--- config.mk ---
export PLATFORM = sky130hd
export DESIGN_NAME = jump_resolve_unit
export DESIGN_NICKNAME = d
export VERILOG_FILES = /design/src/rtl/jump_resolve_unit_pkg.sv /design/src/rtl/jump_resolve_unit_stat.sv /design/src/rtl/jump_resolve_unit.sv
export SDC_FILE = /design/constraint.sdc
export NUM_CORES = 1
export LEC_CHECK = 0
export BUFFER_PORTS_ARGS = -buffer_cell sky130_fd_sc_hd__clkbuf_2
export CAP_MARGIN = 30
export CELL_PAD_IN_SITES_DETAIL_PLACEMENT = 1
export CELL_PAD_IN_SITES_GLOBAL_PLACEMENT = 1
export CORE_ASPECT_RATIO = 1.75
export CORE_MARGIN = 2
export CORE_UTILIZATION = 35
export DETAILED_ROUTE_END_ITERATION = 7
export PLACE_DENSITY = 0.9
export SETUP_SLACK_MARGIN = 0.1
export SLEW_MARGIN = 20
export SYNTH_ARGS = -nofsm -noshare
export SYNTH_HDL_FRONTEND = slang
export SYNTH_SLANG_ARGS = --single-unit
--- constraint.sdc ---
create_clock -name clk -period 2.3 [get_ports clk]
set_input_delay 0 -clock clk [delete_from_list [all_inputs] [get_ports clk]]
set_output_delay 0 -clock clk [all_outputs]
set_load 0.01 [all_outputs]
--- src/rtl/jump_resolve_unit_pkg.sv ---
// Shared encodings for the jump/branch resolve unit: op types and FSM states.
package jump_defs;

  localparam logic [1:0] OP_BR   = 2'b00;
  localparam logic [1:0] OP_JAL  = 2'b01;
  localparam logic [1:0] OP_JALR = 2'b10;

  localparam logic [1:0] S_IDLE = 2'd0;
  localparam logic [1:0] S_EXEC = 2'd1;
  localparam logic [1:0] S_WB   = 2'd2;

  // The reserved encoding 11 resolves as a branch, so only JAL/JALR count as jumps.
  function automatic logic is_jump(input logic [1:0] op);
    return (op == OP_JAL) || (op == OP_JALR);
  endfunction

endpackage

--- src/rtl/jump_resolve_unit_stat.sv ---
// Resolution statistics counters; built only when JRU_STATS_EN is defined.
module jru_stat_counters
  import jump_defs::*;
#(
  parameter int STAT_W = 32
) (
  input  logic              clk,
  input  logic              rst,
  input  logic              resolve,
  input  logic              is_branch,
  input  logic              taken,
  output logic [STAT_W-1:0] stat_branches,
  output logic [STAT_W-1:0] stat_taken,
  output logic [STAT_W-1:0] stat_redirects
);

  always_ff @(posedge clk) begin
    if (rst) begin
      stat_branches  <= '0;
      stat_taken     <= '0;
      stat_redirects <= '0;
    end else if (resolve) begin
      if (is_branch)          stat_branches  <= stat_branches + STAT_W'(1);
      if (is_branch && taken) stat_taken     <= stat_taken + STAT_W'(1);
      if (taken)              stat_redirects <= stat_redirects + STAT_W'(1);
    end
  end

endmodule

--- src/rtl/jump_resolve_unit.sv ---
// Tracks one in-flight JAL/JALR/branch op, redirects fetch when taken and returns the link value.
// Optional JRU_STATS_EN adds resolution statistics counters.
module jump_resolve_unit
  import jump_defs::*;
#(
  parameter int XLEN   = 32,
  parameter int RW     = 5,
  parameter int STAT_W = 32
) (
  input  logic              clk,
  input  logic              rst,
  input  logic              issue_en,
  input  logic [1:0]        issue_op,
  input  logic [RW-1:0]     issue_rd,
  output logic              busy,
  input  logic              fu_done,
  input  logic              fu_cmp_res,
  input  logic [XLEN-1:0]   fu_pc_jump,
  input  logic [XLEN-1:0]   fu_pc_wb,
  output logic              redirect_valid,
  output logic [XLEN-1:0]   redirect_pc,
  output logic              flush,
  output logic              wb_valid,
  output logic [RW-1:0]     wb_rd,
  output logic [XLEN-1:0]   wb_data,
`ifdef JRU_STATS_EN
  output logic [STAT_W-1:0] stat_branches,
  output logic [STAT_W-1:0] stat_taken,
  output logic [STAT_W-1:0] stat_redirects,
`endif
  input  logic              wb_ready
);

  logic [1:0]    state;
  logic [1:0]    op_q;
  logic [RW-1:0] rd_q;
  logic          resolve, jump, taken;

  assign busy    = (state != S_IDLE);
  assign resolve = (state == S_EXEC) && fu_done;
  assign jump    = is_jump(op_q);
  // Static not-taken prediction: any taken outcome is a mispredict.
  assign taken   = jump || fu_cmp_res;

  always_ff @(posedge clk) begin
    if (rst) begin
      state          <= S_IDLE;
      op_q           <= OP_BR;
      rd_q           <= '0;
      redirect_valid <= 1'b0;
      flush          <= 1'b0;
      redirect_pc    <= '0;
      wb_valid       <= 1'b0;
      wb_rd          <= '0;
      wb_data        <= '0;
    end else begin
      redirect_valid <= 1'b0;
      flush          <= 1'b0;
      case (state)
        S_IDLE: if (issue_en) begin
          op_q  <= issue_op;
          rd_q  <= issue_rd;
          state <= S_EXEC;
        end
        S_EXEC: if (fu_done) begin
          if (taken) begin
            redirect_valid <= 1'b1;
            flush          <= 1'b1;
            redirect_pc    <= fu_pc_jump & ~XLEN'(1);
          end
          if (jump && rd_q != '0) begin
            wb_valid <= 1'b1;
            wb_rd    <= rd_q;
            wb_data  <= fu_pc_wb;
            state    <= S_WB;
          end else begin
            state <= S_IDLE;
          end
        end
        S_WB: if (wb_ready) begin
          wb_valid <= 1'b0;
          state    <= S_IDLE;
        end
        default: state <= S_IDLE;
      endcase
    end
  end

`ifdef JRU_STATS_EN
  jru_stat_counters #(.STAT_W(STAT_W)) u_stats (
    .clk            (clk),
    .rst            (rst),
    .resolve        (resolve),
    .is_branch      (!jump),
    .taken          (taken),
    .stat_branches  (stat_branches),
    .stat_taken     (stat_taken),
    .stat_redirects (stat_redirects)
  );
`endif

endmodule

## After elaboration in Yosys (flattened, before gate mapping)

Cells that the tools add are included.

- Equal/unequal tests: 8
- Mux-type cells: 10
- Bitwise logic cells: 2
- Reductions and logical operators: 13

Operator list:

| kind | count |
|---|---|
| $reduce_and 3->1 | 3 |
| $mux 2 | 4 |
| $ne 2x2->1 const B | 3 |
| $pmux 2 s3 | 1 |
| $reduce_bool 5->1 | 1 |
| $eq 2x1->1 const B | 2 |
| $eq 2x2->1 const B | 2 |
| $mux 1 | 4 |
| $reduce_and 4->1 | 1 |
| $reduce_bool 2->1 | 2 |
| $reduce_or 3->1 | 1 |
| $logic_not 2->1 | 1 |
| $logic_or 1x1->1 | 2 |
| $ne 2x1->1 const B | 1 |
| $not 1->1 | 2 |
| $pmux 1 s2 | 1 |
| $reduce_and 2->1 | 1 |
| $logic_and 1x1->1 | 1 |

- Flip-flop bits (word level): 79
- Input port bits: 77
- Output and inout bits: 73
- Word-level logic and storage cells: 41

## Longest topological paths before layout

Gate-level depths: netlist of run 1.

- Depth after elaboration: 6
- Gate-level depth with buffers: 6
- Depth with buffers taken out: 3

## Least setup slack after synthesis of run 1

No wires, ideal clock.

- Kind: register -> register
- From: reg rd_q[0]
- To: reg wb_valid
- Library setup time: 0.115 ns
- Arrival: 1.546 ns
- Required time: 2.185 ns
- Slack: 0.639 ns
- Stages on the path, launching flop included: 7
- Path buffers: 3
- Cells stage by stage: dfxtp_1 or4_1 o211a_1 clkbuf_1 buf_6 buf_6 o21a_1

- Longest elaborated chain between the ends: 4

Ends and longest elaborated chain:

| element | RTL line | source |
|---|---|---|
| start: declaration | jump_resolve_unit.sv:36 | `logic [RW-1:0] rd_q;` |
| start signal: assignment | jump_resolve_unit.sv:62 | `rd_q <= issue_rd;` |
| $reduce_bool 5->1 | jump_resolve_unit.sv:71 | `if (jump && rd_q != '0) begin` |
| $logic_and 1x1->1 | jump_resolve_unit.sv:71 |  |
| $ne 2x1->1 (no line) | n/a |  |
| $reduce_and 4->1 (no line) | n/a |  |
| end signal: assignment | jump_resolve_unit.sv:53 | `wb_valid <= 1'b0;` |
| end signal: assignment | jump_resolve_unit.sv:72 | `wb_valid <= 1'b1;` |
| end signal: assignment | jump_resolve_unit.sv:81 | `wb_valid <= 1'b0;` |
| end: declaration | jump_resolve_unit.sv:23 | `output logic wb_valid,` |

No other way between the ends.
A chain may end at the register's enable or synchronous reset.

## Final worst setup path of run 1

- From: reg rd_q[0]
- To: reg state[1]

- Longest elaborated chain between the ends: 5

Ends and longest elaborated chain:

| element | RTL line | source |
|---|---|---|
| $reduce_bool 5->1 | jump_resolve_unit.sv:71 |  |
| $logic_and 1x1->1 | jump_resolve_unit.sv:71 |  |
| $mux 2 | jump_resolve_unit.sv:71 |  |
| $mux 2 | jump_resolve_unit.sv:65 | `S_EXEC: if (fu_done) begin` |
| $pmux 2 s3 | jump_resolve_unit.sv:59 | `case (state)` |
| end signal: assignment | jump_resolve_unit.sv:63 | `state <= S_EXEC;` |
| end signal: assignment | jump_resolve_unit.sv:75 | `state <= S_WB;` |
| end signal: assignment | jump_resolve_unit.sv:77 | `state <= S_IDLE;` |
| end: declaration | jump_resolve_unit.sv:34 | `logic [1:0] state;` |

No other way between the ends. The select of a mux whose other input is x is not followed.

==> impl_metrics.ini, run 1 <==
[sta]
post_route_skew_ps = 8.29
period_minus_slack_ps = 1750
max_slew.worst_pin.slew_ps = 717
max_slew_margin = 0.522
count_of_endpoints_failing_hold_in_the_final_timing_report = 0
post-route-period-util = 0.759
slew_viol_final = 0
setup_viol = 0
clock.fmax_ghz = 0.573
setup_total_negative_slack_ps = 0
setup_repair_after_global_routing_missed_its_margin = false

[clock_tree]
clkSinkCount = 79
post_cts.resized_instances = 0
cts_tree = yes
holdBufCountCts = 72
tritoncts.num_buffers = 9
clkSlewWorstSetupHoldPaths_ps = 60
post_cts_setup_inserts = 0
clock_root_buffer = sky130_fd_sc_hd__clkbuf_16
cts-htree-levels = 3
worstSkewPairLatency_ps = 330
clock_tree.buffer_depth = 2

[status]
run_status = complete, no violations

[cells_and_area]
seqCellArea_mm2 = 0.00158
finish.net_count = 627
layout.cells.non_filler = 680
multiInputGateArea_mm2 = 0.00174
filler_cell_count = 1135
final_layout_size_suffix_gt1_frac = 0.310
num_antenna_cells = 0
area.growth.synth_to_final_pct = 53.9

[drt]
postRouteAntennaNets = 0
post-route-drc-count = 0
dr.pass1.iters = 4
total_via_count_in_the_routed_design = 3113
drt_first_iter_violations = 79
viasPerCell = 4.58
routed_wire_length_per_instance_um = 16.1
route.final.wire_length_mm = 10.9

[synthesis]
synthesized_area_mm2 = 0.00346
synth_enable_flop_cells = 0
cell_type_with_the_highest_aggregate_area_in_the_netlist = sky130_fd_sc_hd__dfxtp_1
synthDistinctLibCells = 25
syn_nets = 419
postSynthRegisterBits = 79
syn-instance-count = 342
synth_top_area_cells = sky130_fd_sc_hd__dfxtp_1 46%, sky130_fd_sc_hd__nand2b_1 24%, sky130_fd_sc_hd__mux2i_1 21%
fraction_of_the_yosys_area_taken_by_sequential_cells = 0.458
synth_commonest_cells = 134 x sky130_fd_sc_hd__nand2b_1, 79 x sky130_fd_sc_hd__dfxtp_1, 73 x sky130_fd_sc_hd__mux2i_1, 18 x sky130_fd_sc_hd__clkbuf_1, 7 x sky130_fd_sc_hd__nor2_1
post-synth-top-count-cell = sky130_fd_sc_hd__nand2b_1
synth_top_area_frac = 0.458
synth-async-reset-ratio = 0
yosysWarnings = 0
synth_ff_type = sky130_fd_sc_hd__dfxtp_1
synthesized_area_divided_by_synthesized_cell_count_um2 = 10.1

[pwr]
clockPowerShare = 0.438
pwr-share-seq = 0.438
share_comb_of_total_power = 0.125
worst_case_vdd_ir_drop_mv = 0.365
net_switching_power_figure_uw = 746
power_report.internal_total_mw = 2.51
power.density_cell_area_mw_per_mm2 = 612
p_leak_nw = 2.26
sw_frac_of_total = 0.229

[worst_setup_path]
arrival_ps = 1970
setup.worst_path.start_class = flop
critPathKind = flop to flop
critical_path.max_stage_delay_ps = 530
path_delay_family = compound AO/OA/AOI/OAI gates
worstPathMaxFanout = 34
crit_buf_inv = 1
critical_path.cell_chain = or4_1 -> o211a_2 -> buf_12 -> o21ba_2
critical_path.slowest_cell = sky130_fd_sc_hd__or4_1
setup.worst_path.end_class = flop
worst_ep_required_time_ps = 2530

[die]
initial_utilization = 0.355
die_w_um = 79.1
core.rowCount = 48
die_h_um = 135
placeableCoreArea_mm2 = 0.00973
floorplan.die_area_mm2 = 0.0107
ios = 150

[placed_design]
io_buffer_count = 147
place.detailed.hpwl_mm = 6.66
cell_total_after_placement = 592
gp_routability_congestion = 0.753

[grt]
first_global_vias = 3564
grt_start_max_net_pins = 52
antenna_found_initial = 0
globalRouteTotalUtil = 0.209
grt_overflow_total = 0
grt_pass1_wl_mm = 17.3

[run]
cap_violations = 0

[worst_hold_path]
hold_crit_path_type = input pin to flop
-- tightest hold or removal path: stages --
cell and delay (ps):
sky130_fd_sc_hd__clkbuf_2 90, sky130_fd_sc_hd__nor2b_1 40, sky130_fd_sc_hd__a21oi_1 110, sky130_fd_sc_hd__nor3_1 50
-- sequential cells by signal, indices dropped and copies added (netlist names) --
signal,count
wb_data,32
state,2
wb_rd,5
rd_q,5
redirect_pc,31
wb_valid,1
op_q,2
flush,1
-- logic make-up (layout without fill, tap and decap cells) --
kind of cell,Yosys count,count (layout),synth area share
and+or+nand+nor,151,151,0.271
DFF,79,79,0.458
other,1,1,0.00109
AOI/OAI and AO/OA,8,8,0.0163
xor gates and xnor gates,1,1,0.00253
buffers and inverters,29,242,0.0398
muxes,73,73,0.211
-- metal layers --
layer | up-vias | routed length (um) | track usage
li1 | 1517 | - | -
met1 | 1464 | 3820 | 0.203
met2 | 107 | 6170 | 0.402
met3 | 25 | 649 | 0.0573
met4 | 0 | 301 | 0.0881
met5 | - | 0 | 0
-- placed cells by master (no fill, tap or decap), types with 3 or more instances in the layout --
cell / count
sky130_fd_sc_hd__buf_12: 3
sky130_fd_sc_hd__nand2b_1: 134
sky130_fd_sc_hd__dlygate4sd3_1: 72
sky130_fd_sc_hd__clkbuf_16: 9
sky130_fd_sc_hd__nor2_1: 7
sky130_fd_sc_hd__dfxtp_1: 79
sky130_fd_sc_hd__clkinvlp_4: 3
sky130_fd_sc_hd__buf_4: 3
sky130_fd_sc_hd__mux2i_1: 73
sky130_fd_sc_hd__clkbuf_2: 146
-- stage by stage --
stage	area, um2	setup WS (ps)	hold WS [ps]	total power, mW	util
after floorplan	3460	639	147	1.62	-
after global placement	4300	592	240	1.74	0.442
after detailed placement	4300	562	254	1.75	0.442
after CTS	5320	536	10.6	3.29	0.547
after global routing	5320	492	83.0	3.38	0.547
final	5320	554	5.73	3.26	0.547
-- power by group through the flow --
stage	Combinational, mW	Clock, mW	Sequential (mW)
2_1_floorplan	0.161	0	1.46
3_3_place_gp	0.285	0	1.45
3_5_place_dp	0.300	0	1.46
4_1_cts	0.399	1.47	1.43
5_1_grt	0.439	1.51	1.43
6_report	0.406	1.43	1.43
-- layout make-up --
| class | instances | share of cell area |
|---|---|---|
| Clock inverter | 5 | 0.0108 |
| Inverter | 1 | 0.000706 |
| Sequential cell | 79 | 0.297 |
| Tap cell | 125 | 0.0294 |
| Clock buffer | 11 | 0.0456 |
| Multi-Input combinational cell | 234 | 0.327 |
| Timing Repair Buffer | 225 | 0.289 |
-- path summary, 6_finish.rpt --
kind              depth (start not counted)            start               to  slack, ps
setup reg to reg                          4          rd_q[0]         state[1]        550
hold reg to reg                           2  redirect_pc[17]  redirect_pc[17]        470
setup / recovery                          4          rd_q[0]         state[1]        550
hold / removal                            4          fu_done         state[0]          6
Note: power is estimated with default switching activity, not from simulation.
==> run 2: changes to the inputs <==
--- a/config.mk
+++ b/config.mk
@@ -5,15 +5,16 @@
 export SDC_FILE = /design/constraint.sdc
 export NUM_CORES = 1
 export LEC_CHECK = 0
+export ABC_AREA = 1
 export BUFFER_PORTS_ARGS = -buffer_cell sky130_fd_sc_hd__clkbuf_2
 export CAP_MARGIN = 30
 export CELL_PAD_IN_SITES_DETAIL_PLACEMENT = 1
 export CELL_PAD_IN_SITES_GLOBAL_PLACEMENT = 1
 export CORE_ASPECT_RATIO = 1.75
 export CORE_MARGIN = 2
-export CORE_UTILIZATION = 35
+export CORE_UTILIZATION = 29
 export DETAILED_ROUTE_END_ITERATION = 7
-export PLACE_DENSITY = 0.9
+export PLACE_DENSITY = 0.85
 export SETUP_SLACK_MARGIN = 0.1
 export SLEW_MARGIN = 20
 export SYNTH_ARGS = -nofsm -noshare
==> constraint.sdc (replaced) <==
create_clock -name clk -period 1.5 [get_ports clk]
set_input_delay 0 -clock clk [delete_from_list [all_inputs] [get_ports clk]]
set_output_delay 0 -clock clk [all_outputs]
set_load 0.01 [all_outputs]
==> run 2 against run 1 <==
Synthesized area decreased by 1.0%. Cell count increased by 17%. Non-clock buffer count decreased by 10. Sequential share of layout area increased by 0.51 points. Clock skew decreased by 2.1 ps. Combinational power increased by 130%. Flip-flop and latch count unchanged. Setup slack got worse by 350 ps. Die area increased by 19%. Via count increased by 22%. Wire length increased by 6.6%. Critical path type unchanged.
==> impl_metrics.ini, run 2 <==
[cells_and_area]
largest_registers = wb_data x32, redirect_pc x31
area.growth.synth_to_final_pct = 52.9
final_layout_size_suffix_gt1_frac = 0.279
mostFrequentLayoutCell = sky130_fd_sc_hd__clkbuf_2
largest-register = wb_data
finish.net_count = 735
largest_register_ffs = 32
mostFrequentLayoutCells = 147 x sky130_fd_sc_hd__clkbuf_2, 79 x sky130_fd_sc_hd__dfxtp_1, 78 x sky130_fd_sc_hd__a21oi_1
final_util = 0.454
num_antenna_cells = 0

[worst_setup_path]
critPathKind = flop to flop
arrival_ps = 1510
setup.worst_path.end_class = flop
worst_ep_required_time_ps = 1720
setup.worst_path.start_class = flop
worstPathMaxFanout = 32

[die]
placeableCoreArea_mm2 = 0.0115
floorplan.die_area_mm2 = 0.0127
initial_utilization = 0.297
core.rowCount = 52
die_h_um = 148
ios = 150
die_w_um = 86.1

[clock_tree]
clock_tree.buffer_depth = 2
clock_root_buffer = sky130_fd_sc_hd__clkbuf_16
cts-htree-levels = 3
tritoncts.num_buffers = 9
clkSlewWorstSetupHoldPaths_ps = 60
clkSinkCount = 79
cts_tree = yes
worstSkewPairLatency_ps = 320

[synthesis]
synthDistinctLibCells = 19
syn_nets = 548
synthesized_area_divided_by_synthesized_cell_count_um2 = 7.26
yosysWarnings = 0
synth_enable_flop_cells = 0
synthesized_area_mm2 = 0.00342
synth_ff_type = sky130_fd_sc_hd__dfxtp_1
post-synth-top-count-cell = sky130_fd_sc_hd__dfxtp_1
synth_top_area_cells = sky130_fd_sc_hd__dfxtp_1 46%, sky130_fd_sc_hd__a21oi_1 11%, sky130_fd_sc_hd__nand2_1 8.0%
synth_top_area_frac = 0.462
synth-async-reset-ratio = 0
cell_type_with_the_highest_aggregate_area_in_the_netlist = sky130_fd_sc_hd__dfxtp_1
fraction_of_the_yosys_area_taken_by_sequential_cells = 0.462
synth_commonest_cells = 79 x sky130_fd_sc_hd__dfxtp_1, 78 x sky130_fd_sc_hd__a21oi_1, 73 x sky130_fd_sc_hd__nand2_1, 71 x sky130_fd_sc_hd__nor2_1, 43 x sky130_fd_sc_hd__inv_1
syn-instance-count = 471
postSynthRegisterBits = 79

[pwr]
pwr-share-seq = 0.409
p_leak_nw = 2.53
net_switching_power_figure_mw = 1.43
worst_case_vdd_ir_drop_mv = 0.682
share_comb_of_total_power = 0.173
design_power_total_mw = 5.50
power_report.internal_total_mw = 4.08
sw_frac_of_total = 0.259
power.density_cell_area_mw_per_mm2 = 1050
clockPowerShare = 0.418

[drt]
routed_wire_length_per_instance_um = 14.6
drt_first_iter_violations = 114
dr.pass1.iters = 4
postRouteAntennaNets = 0
post-route-drc-count = 0
total_via_count_in_the_routed_design = 3785
viasPerCell = 4.74
route.final.wire_length_mm = 11.7

[sta]
period_minus_slack_ps = 1290
worst_hold_slack_across_all_endpoints_ps = 6.54
slew_viol_final = 0
post_route_skew_ps = 6.18
setup_total_negative_slack_ps = 0
clock.fmax_ghz = 0.772
setup_viol = 0
count_of_endpoints_failing_hold_in_the_final_timing_report = 0
post-route-period-util = 0.863
setup_repair_after_global_routing_missed_its_margin = true

[placed_design]
gp_routability_congestion = 0.708
io_buffer_count = 147
place.detailed.hpwl_mm = 7.16

[grt]
antenna_found_initial = 0
grt_start_max_net_pins = 64
globalRouteTotalUtil = 0.176
first_global_vias = 4027
grt_pass1_wl_mm = 18.2
grt_overflow_total = 0

[worst_hold_path]
hold_crit_path_type = input pin to flop

[run]
cap_violations = 0

[status]
run_status = complete, no violations
==> run 2: cell count changes after synthesis, moves of 32 or more <==
cell | before | now
sky130_fd_sc_hd__nand3_1 | 0 | 41
sky130_fd_sc_hd__nand3b_1 | 0 | 32
sky130_fd_sc_hd__nand2b_1 | 134 | 0
sky130_fd_sc_hd__a21oi_1 | 1 | 78
sky130_fd_sc_hd__nand2_1 | 0 | 73
sky130_fd_sc_hd__nor2_1 | 7 | 71
sky130_fd_sc_hd__inv_1 | 1 | 43
sky130_fd_sc_hd__mux2i_1 | 73 | 0
==> run 2: what timing repair did <==
action | in CTS | in global routing
hold endpoints to repair | 53 | 0
hold buffers | 54 | 0
endpoints found under the setup margin | 0 | 25
gates resized for setup | 0 | 3
setup buffers | 0 | 1
==> run 2: layer usage <==
metal | global-route usage | up-vias | part of all wire
met3 | 0.0469 | 25 | 0.052
met5 | 0 | - | 0
met1 | 0.177 | 1761 | 0.38
li1 | - | 1879 | -
met2 | 0.335 | 120 | 0.54
met4 | 0.0659 | 0 | 0.025
==> run 2: final cells by class <==
class | instances | area, um2
tap | 135 | 169
timing repair buffer | 215 | 1530
multi-input combinational | 307 | 1460
clock inverter | 6 | 85.1
sequential | 79 | 1580
fill | 1427 | 6290
clock buffer | 10 | 229
inverter | 46 | 173
==> run 2: critical path: stages, from the launching register on <==
cell and delay [ps]:
sky130_fd_sc_hd__dfxtp_1 330, sky130_fd_sc_hd__inv_2 110, sky130_fd_sc_hd__nand3_2 120, sky130_fd_sc_hd__inv_2 140
sky130_fd_sc_hd__buf_12 200, sky130_fd_sc_hd__nand3b_1 140, sky130_fd_sc_hd__nand2_1 100, sky130_fd_sc_hd__nor2_1 40
==> run 2: path summary, 6_finish.rpt <==
kind / startpoint / to / slack, ps / cells past startpoint
setup reg to reg: state[1] / redirect_pc[13] / 210 / 7
hold reg to reg: rd_q[2] / rd_q[2] / 470 / 2
setup / recovery: state[1] / redirect_pc[13] / 210 / 7
hold / removal: fu_pc_wb[7] / wb_data[7] / 7 / 5
==> run 2: cell families after synthesis <==
| group | after synthesis | share of synthesized area |
|---|---|---|
| DFF | 79 | 0.462 |
| other | 1 | 0.00110 |
| and+or+nand+nor | 220 | 0.296 |
| buffers and inverters | 85 | 0.113 |
| AOI/OAI and AO/OA | 86 | 0.127 |
==> run 2: through the flow <==
stage / worst slack (ps) / instances / area (um2)
floorplan: 335 / 471 / 3420
global route: 79.3 / 798 / 5230
CTS: 158 / 794 / 5120
global placement: 277 / 724 / 4260
finish: 205 / 798 / 5230
detailed placement: 173 / 724 / 4260
==> run 2: power by group through the flow <==
stage,Combinational [mW],Clock [mW],Sequential (mW)
2_1_floorplan,0.458,0,2.33
3_3_place_gp,0.764,0,2.29
3_5_place_dp,0.805,0,2.30
4_1_cts,0.917,2.38,2.25
5_1_grt,1.05,2.48,2.26
6_report,0.951,2.30,2.25
==> run 3: changes to the inputs <==
--- a/config.mk
+++ b/config.mk
@@ -7,12 +7,11 @@
 export LEC_CHECK = 0
 export ABC_AREA = 1
 export BUFFER_PORTS_ARGS = -buffer_cell sky130_fd_sc_hd__clkbuf_2
-export CAP_MARGIN = 30
-export CELL_PAD_IN_SITES_DETAIL_PLACEMENT = 1
-export CELL_PAD_IN_SITES_GLOBAL_PLACEMENT = 1
+export CELL_PAD_IN_SITES_DETAIL_PLACEMENT = 2
+export CELL_PAD_IN_SITES_GLOBAL_PLACEMENT = 2
 export CORE_ASPECT_RATIO = 1.75
 export CORE_MARGIN = 2
-export CORE_UTILIZATION = 29
+export CORE_UTILIZATION = 22
 export DETAILED_ROUTE_END_ITERATION = 7
 export PLACE_DENSITY = 0.85
 export SETUP_SLACK_MARGIN = 0.1
==> run 3 against run 2 <==
Maximum frequency is 3.1% lower. Critical path depth unchanged. First-iteration DRC count down 70%. Cell count up 5.6%. Clock skew increased by 3.1 ps. Combinational power up 2.3%. Power grew 3.5%. Cell area grew 1.3%. Clock-buffer cell count shrank 1. Sequential power hardly changed. Die area rose by 31%. Utilization shrank 11 points.
==> impl_metrics.ini, run 3 (synthesized netlist as in run 2, its figures left out) <==
[sta]
slew_viol_final = 0
post_route_skew_ps = 9.32
post-route-period-util = 0.891
postLayoutSetupSlackWorst_ps = 163
max_slew_margin = 0.661
count_of_endpoints_failing_hold_in_the_final_timing_report = 0
clock.fmax_ghz = 0.748
period_minus_slack_ps = 1340
setup_total_negative_slack_ps = 0
setup_viol = 0
setup_repair_after_global_routing_missed_its_margin = true
max_slew.worst_pin.slew_ps = 507

[drt]
route.final.wire_length_mm = 13.5
dr.pass1.iters = 4
viasPerCell = 4.52
post-route-drc-count = 0
postRouteAntennaNets = 0
total_via_count_in_the_routed_design = 3808
drt_first_iter_violations = 34
routed_wire_length_per_instance_um = 16.0

[grt]
globalRouteTotalUtil = 0.146
grt_overflow_total = 0
grt_pass1_wl_mm = 19.7
antenna_found_initial = 0
first_global_vias = 4182
grt_start_max_net_pins = 77

[placed_design]
io_buffer_count = 147
place.detailed.hpwl_mm = 8.15
gp_routability_congestion = 0.709
cell_total_after_placement = 773
place_ws_ps = 98.7

[worst_hold_path]
min_path_cells = 5
hold_crit_path_type = input pin to flop

[die]
placeableCoreArea_mm2 = 0.0153
initial_utilization = 0.223
die_h_um = 169
ios = 150
die_w_um = 98.2
core.rowCount = 60
floorplan.die_area_mm2 = 0.0166

[worst_setup_path]
critical_path.cell_chain = nand3_4 -> nor2_4 -> buf_12 -> buf_12 -> nand3_1 -> nand2_1 -> nor2_1
arrival_ps = 1550
worst_ep_required_time_ps = 1710
worst_path_most_repeated_cell = sky130_fd_sc_hd__buf_12
path_delay_family = simple AND/OR/NAND/NOR gates
worstPathMaxFanout = 10
setup.worst_path.end_class = flop
critPathKind = flop to flop
total_number_of_cells_along_the_worst_setup_path = 7
critical_path.slowest_cell = sky130_fd_sc_hd__dfxtp_1
reg2reg_depth = 7
critical_path.max_stage_delay_ps = 420
setup.worst_path.start_class = flop
crit_buf_inv = 2

[clock_tree]
cts_tree = yes
cts-htree-levels = 3
clock_root_buffer = sky130_fd_sc_hd__clkbuf_16
tritoncts.num_buffers = 9
worstSkewPairLatency_ps = 330
clkSlewWorstSetupHoldPaths_ps = 60
clock_tree.buffer_depth = 2
clkSinkCount = 79

[cells_and_area]
largest_registers = wb_data x32, redirect_pc x31
final_layout_size_suffix_gt1_frac = 0.279
largest-register = wb_data
largest_register_ffs = 32
layout.cells.non_filler = 843
mostFrequentLayoutCell = sky130_fd_sc_hd__clkbuf_2
finish.net_count = 732
multiInputGateArea_mm2 = 0.00147
seqCellArea_mm2 = 0.00158
area.growth.synth_to_final_pct = 54.9
num_antenna_cells = 0
filler_cell_count = 1783
mostFrequentLayoutCells = 147 x sky130_fd_sc_hd__clkbuf_2, 79 x sky130_fd_sc_hd__dfxtp_1, 78 x sky130_fd_sc_hd__a21oi_1

[run]
cap_violations = 0

[status]
run_status = complete, no violations

[pwr]
p_leak_nw = 2.53
worst_case_vdd_ir_drop_mv = 0.458
power.density_cell_area_mw_per_mm2 = 1080
run 3: worst register-to-register path, cell delays in order (launching register included):
cell and delay [ps]:
sky130_fd_sc_hd__dfxtp_1 420, sky130_fd_sc_hd__nand3_4 140, sky130_fd_sc_hd__nor2_4 120, sky130_fd_sc_hd__buf_12 140
sky130_fd_sc_hd__buf_12 140, sky130_fd_sc_hd__nand3_1 100, sky130_fd_sc_hd__nand2_1 100, sky130_fd_sc_hd__nor2_1 60
run 3: final timing paths:
kind	from	endpoint	slack [ps]
worst max-delay path	state[0]	wb_data[2]	160
worst min-delay path	fu_pc_wb[25]	wb_data[25]	2
worst max register to register	state[0]	wb_data[2]	160
worst min register to register	rd_q[1]	rd_q[1]	480
run 3: per-stage QoR:
stage,power [mW],hold slack [ps],area [um2],utilization
after global routing,5.98,13.3,5300,0.346
after floorplan,2.79,69.1,3420,-
after global placement,3.07,204,4310,0.282
final,5.70,1.73,5300,0.346
after detailed placement,3.13,231,4310,0.282
after CTS,5.76,0.337,5150,0.336
run 3: area by class of cell:
type | count | share of cell area
Sequential cell | 79 | 0.299
Timing Repair Buffer | 212 | 0.286
Multi-Input combinational cell | 307 | 0.278
Tap cell | 186 | 0.0439
Clock buffer | 9 | 0.0425
Inverter | 46 | 0.0335
Clock inverter | 4 | 0.0184
run 3: metal layers:
layer	vias to the layer above	track usage	part of all wire	routed length (um)
li1	1868	-	-	-
met1	1810	0.145	0.37	5050
met2	112	0.285	0.56	7590
met3	18	0.0376	0.044	599
met4	0	0.0554	0.020	269
met5	-	0	0	0
run 3: timing repair:
action                     CTS  global route
gates cloned                 0             5
hold endpoints to repair    51             0
hold buffers                51             0
gates resized for setup      0             6
pin swaps                    0             2
setup endpoints to repair    2            71
setup buffers                0             1
run 3: power by group:
part           internal, mW  switching, mW
combinational         0.425          0.548
clock                  1.60          0.871
sequential             2.20         0.0560
total                  4.22           1.47
